`config.mk`:
```
export PLATFORM = sky130hd
export DESIGN_NAME = isq_ctl
export DESIGN_NICKNAME = d
export VERILOG_FILES = /design/src/rtl/isq_ctl.sv
export SDC_FILE = /design/constraint.sdc
export NUM_CORES = 1
export LEC_CHECK = 0
export CAP_MARGIN = 0
export CORE_ASPECT_RATIO = 2
export CORE_MARGIN = 8
export CORE_UTILIZATION = 50
export DETAILED_ROUTE_END_ITERATION = 10
export PLACE_DENSITY = 0.83
export SYNTH_ARGS = -nofsm -noshare
export SYNTH_HDL_FRONTEND = slang
export SYNTH_SLANG_ARGS = --single-unit
```
`constraint.sdc`:
```
create_clock -name clk -period 6.6 [get_ports clk]
set_input_delay 1.65 -clock clk [delete_from_list [all_inputs] [get_ports clk]]
set_output_delay 1.65 -clock clk [all_outputs]
set_load 0.01 [all_outputs]
```
`src/rtl/isq_ctl.sv`:
```
// Issue-queue controller: circular head/tail queue with oldest-first issue,
// in-order retire of issued lines, and branch resolve / mispredict flush.
module isq_ctl #(
   parameter  int ENTRIES = 8,
   localparam int IW      = $clog2(ENTRIES)
) (
   input  logic               clk,
   input  logic               rst,
   input  logic               alloc_vld,
   input  logic               alloc_brn,
   output logic               alloc_rdy,
   output logic [IW-1:0]      alloc_idx,
   input  logic [ENTRIES-1:0] rdy_vec,
   input  logic               iss_stall,
   output logic               iss_vld,
   output logic [IW-1:0]      iss_idx,
   input  logic               brn_rslv,
   input  logic               brn_mis,
   input  logic [IW-1:0]      brn_idx,
   output logic [ENTRIES-1:0] lin_en,
   output logic [ENTRIES-1:0] lin_fls,
   output logic [ENTRIES-1:0] lin_clr_brn,
   output logic [ENTRIES-1:0] ent_val,
   output logic [IW:0]        cnt,
   output logic               full,
   output logic               empty
);

   logic [IW-1:0]      head, tail, idx, pick;
   logic [ENTRIES-1:0] val, brn, occ, fls, cand;
   logic               hit, mis_ok, acc, ret, rslv_ok, iss_go;

   // Age of a slot relative to head; wraps naturally for power-of-two ENTRIES.
   function automatic logic [IW-1:0] age(input logic [IW-1:0] a, input logic [IW-1:0] h);
      return a - h;
   endfunction

   assign ent_val   = val;
   assign alloc_idx = tail;
   assign full      = (cnt == (IW+1)'(ENTRIES));
   assign empty     = (cnt == '0);
   assign alloc_rdy = !full;

   always_comb begin
      occ = '0;
      fls = '0;
      for (int i = 0; i < ENTRIES; i++) begin
         occ[i] = {1'b0, age(IW'(i), head)} < cnt;
         fls[i] = occ[i] && (age(IW'(i), head) > age(brn_idx, head));
      end
      mis_ok = !rst && brn_mis && occ[brn_idx];
      if (!mis_ok) fls = '0;

      cand = val & rdy_vec;
      hit  = 1'b0;
      pick = '0;
      idx  = '0;
      for (int k = 0; k < ENTRIES; k++) begin
         idx = head + IW'(k);
         if (!hit && cand[idx]) begin
            hit  = 1'b1;
            pick = idx;
         end
      end

      // Any mispredict, even an out-of-range one, freezes every other event.
      iss_vld = hit && !brn_mis && !rst;
      iss_idx = pick;
      iss_go  = iss_vld && !iss_stall;
      acc     = alloc_vld && !full && !brn_mis && !rst;
      ret     = !empty && !val[head] && !brn_mis && !rst;
      rslv_ok = brn_rslv && !brn_mis && !rst && occ[brn_idx] && brn[brn_idx];

      lin_en      = '0;
      lin_clr_brn = '0;
      if (acc)     lin_en[tail]         = 1'b1;
      if (rslv_ok) lin_clr_brn[brn_idx] = 1'b1;
      lin_fls = fls;
   end

   always_ff @(posedge clk) begin
      if (rst) begin
         head <= '0;
         tail <= '0;
         cnt  <= '0;
         val  <= '0;
         brn  <= '0;
      end else if (mis_ok) begin
         val  <= val & ~fls;
         brn  <= brn & ~fls;
         tail <= brn_idx + IW'(1);
         cnt  <= {1'b0, age(brn_idx, head)} + (IW+1)'(1);
      end else if (!brn_mis) begin
         if (iss_go) val[pick] <= 1'b0;
         if (acc) begin
            val[tail] <= 1'b1;
            brn[tail] <= alloc_brn;
            tail      <= tail + IW'(1);
         end
         if (rslv_ok) brn[brn_idx] <= 1'b0;
         if (ret)     head <= head + IW'(1);
         cnt <= cnt + (IW+1)'(acc) - (IW+1)'(ret);
      end
   end

endmodule

```
==> results.md <==
- Initial antenna violation count: 0
- Die Area: around 10000 um2
- Nets@finish: roughly 560
- Vias: about 3800
- Count of final setup violators: 0
- Initial Utilization: 0.507
- Fillers: 590
- Post-synthesis cell type count: 72
- Core area: just under 7000 um2
- Synth Warn #: 0
- Detailed Routing Iterations Pass 1: 5
- Mean post-synth cell area: ~8 um2
- LEAKAGE: between 0.0015 and 0.002 uW
- Gr ovfl total: 0
- Design Area, Final: ~4400 um2
- Half-perimeter wire length after placement: ~9.3 mm
- Main flop type after synthesis: dfxtp_1
- DR iter-0 viols: approximately 400
- Cell count after synthesis: 434
- WL/cell: between 20 and 25 um
- Crit start category: input pin
- Post-synth top area share: 0.150
- Worst rel slew slack: 0.385
- Clock root buffer: clkbuf_16
- Total GRT Usage: 0.241
- Detailed-route wire length: around 12 mm
- Seq. cell area: approximately 520 um2
- Num CTS Buffers: 3
- Number of remaining DRC errors: 0
- Antenna-violating nets left: 0
- Crit-path max FO: 8
- Multi-input gate area: about 2700 um2
- Largest net degree at the start of global routing: 38
- Unrepaired setup endpoints after global routing: true
- Hold WC Path Type: flip-flop to flip-flop
- CTS Hold Buffers Added: 0
- Synth Cell Area: 3470 um2
- Post-synthesis register bit count: 26
- Worst Path Required: 4950 ps
- Min Tclk post-route: between 6000 and 7000 ps
- Fmax: roughly 150 MHz
- Ports: between 60 and 70
- Worst-margin pin slew: between 900 and 1000 ps
- Max Slew Vio Count: 0
- Synth top area cells: dfxtp_1 15%, ha_1 13%, mux4_2 4.5%
- First-pass GRT wire length: 19.3 mm
- I/O Buffers: between 60 and 70
- Max Cap Violations: 0
- Vias/cell: between 6 and 7
- Total Power: 953 uW
- Setup TNS: 0 ps
- Maximum VDD drop: ~0.099 mV
- H-tree levels: 1
- Placed cell area: 4260 um2
- Worst hold margin: between 400 and 500 ps
- Async SR Flop Fraction: 0
- Die span in y: about 130 um
- Area added between synthesis and finish: 26.2%
- Diode count: 0
- Share of layout cells above drive strength 1: 0.112
- Chip Width: ~75 um
- Vias in the first global route: ~3700
- FP Rows: 43
- Hold violation count in the final report: 0
- Status: completed
- Power density over the cells: around 220 nW/um2
- EDFF count, synth: 0
- Critical path class: input pin to output port
- Worst Path Arrival: ~4800 ps
- Placer congestion estimate: ~0.95
- Area leader, netlist: dfxtp_1
- Clk sinks: 26
- Clk pin slew, worst setup/hold paths: 70 ps
- Syn_nets: 490
- Tcrit/Tclk final: 0.978
- Clock Latency Late Sink: 270 ps
- Clock skew: ~2.3 ps
- CTS tree: done
- Crit end category: output port
- Register area share after synthesis: 0.150
- Clk buf depth: 2
[through the flow]
| step | std cells | setup WS (ps) | util |
|---|---|---|---|
| after CTS | 592 | 116 | 0.637 |
| after detailed placement | 588 | -11.9 | 0.623 |
| final | 592 | 144 | 0.640 |
| after floorplan | 434 | 822 | - |
| after global placement | 588 | 33.9 | 0.623 |
| after global routing | 592 | -31.5 | 0.640 |
[sequential cells by signal, summed over array words and instances, names as in the netlist]
signal / count
brn: 8
ent_val: 8
cnt: 4
alloc_idx: 3
head: 3
[report_power, final]
group	internal [uW]	total (uW)	leakage, uW	switching (uW)
Sequential	173	201	0.000211	28.3
Clock	93.1	154	0.0000442	61.4
Combinational	265	598	0.00153	333
[routing by layer]
metal / global-route usage / part of all wire / up-vias
li1: - / - / 1774
met1: 0.308 / 0.41 / 1771
met2: 0.386 / 0.48 / 212
met3: 0.0437 / 0.081 / 34
met4: 0.0824 / 0.030 / 0
met5: 0 / 0 / -
[logic make-up (layout without fill, tap and decap cells)]
kind of cell               count (synthesis)  after routing  share of synthesized area
AOI/OAI and AO/OA                        124            124                      0.245
xor gates and xnor gates                  14             14                     0.0375
adders and majority gates                 38             38                      0.141
buffers and inverters                     61            129                     0.0758
DFF                                       26             26                      0.150
muxes                                     24             24                      0.101
and+or+nand+nor                          147            147                      0.249
[placed cells by master, fill, tap and decap left out, types with 7 or more instances in the layout]
cell	n
clkdlybuf4s50_1	63
inv_1	37
ha_1	36
nand2_1	35
nor2_1	26
a21oi_1	26
dfxtp_1	26
buf_4	21
a31oi_1	20
nand3_1	17
a21o_1	14
mux2i_1	11
a211oi_1	10
o21ai_0	9
or3_1	9
xnor2_1	7
nand2b_1	7
mux4_2	7
nand4b_1	7
[cells in the mapped netlist (all sizes together), types with 3 or more instances]
cell type / instances
or3: 9
buf: 9
or2: 5
nand2b: 7
a21oi: 26
nor2b: 3
a31oi: 20
o32ai: 3
clkbuf: 11
mux4: 8
o21ai: 11
a21o: 14
ha: 36
xor2: 4
nand3: 20
xnor2: 10
o21a: 3
inv: 39
and4b: 3
and2: 5
nor3: 4
a211o: 3
a211oi: 11
nand4b: 8
or4b: 3
mux2i: 11
a221oi: 3
mux2: 5
dfxtp: 26
nor2: 26
o22ai: 5
o211ai: 4
o2111ai: 4
and3: 3
nand4: 8
nand4bb: 3
nand2: 35
[path summary, 6_finish.rpt]
check | cells after the start | to | slack (ps) | startpoint
hold / removal | 2 | brn[7] | 480 | brn[7]
setup / recovery | 14 | lin_fls[3] | 140 | brn_idx[0]
setup reg to reg | 14 | alloc_idx[2] | 2440 | head[2]
hold reg to reg | 2 | brn[7] | 480 | brn[7]
[layout make-up]
cell class                 count  share of cell area
sequential                    26               0.119
multi-input combinational    347               0.620
clock buffer                   4              0.0203
timing repair buffer          84               0.180
tap                           90              0.0257
inverter                      41              0.0352
[worst max-delay path: stages]
cell             delay [ps]
clkdlybuf4s50_1         420
inv_1                    80
ha_1                    160
inv_1                    70
fa_1                    420
xnor2_2                 300
xnor2_4                 210
ha_1                    330
nor2b_1                 120
o22ai_1                  90
a21oi_1                 200
nand3_1                 120
inv_1                    90
clkdlybuf4s50_1         530
[repair_timing]
action	CTS	global route
setup buffers	0	0
gates resized for setup	1	3
setup endpoints to repair	4	5
pin swaps	0	1
Note: power is estimated with default switching activity, not from simulation.
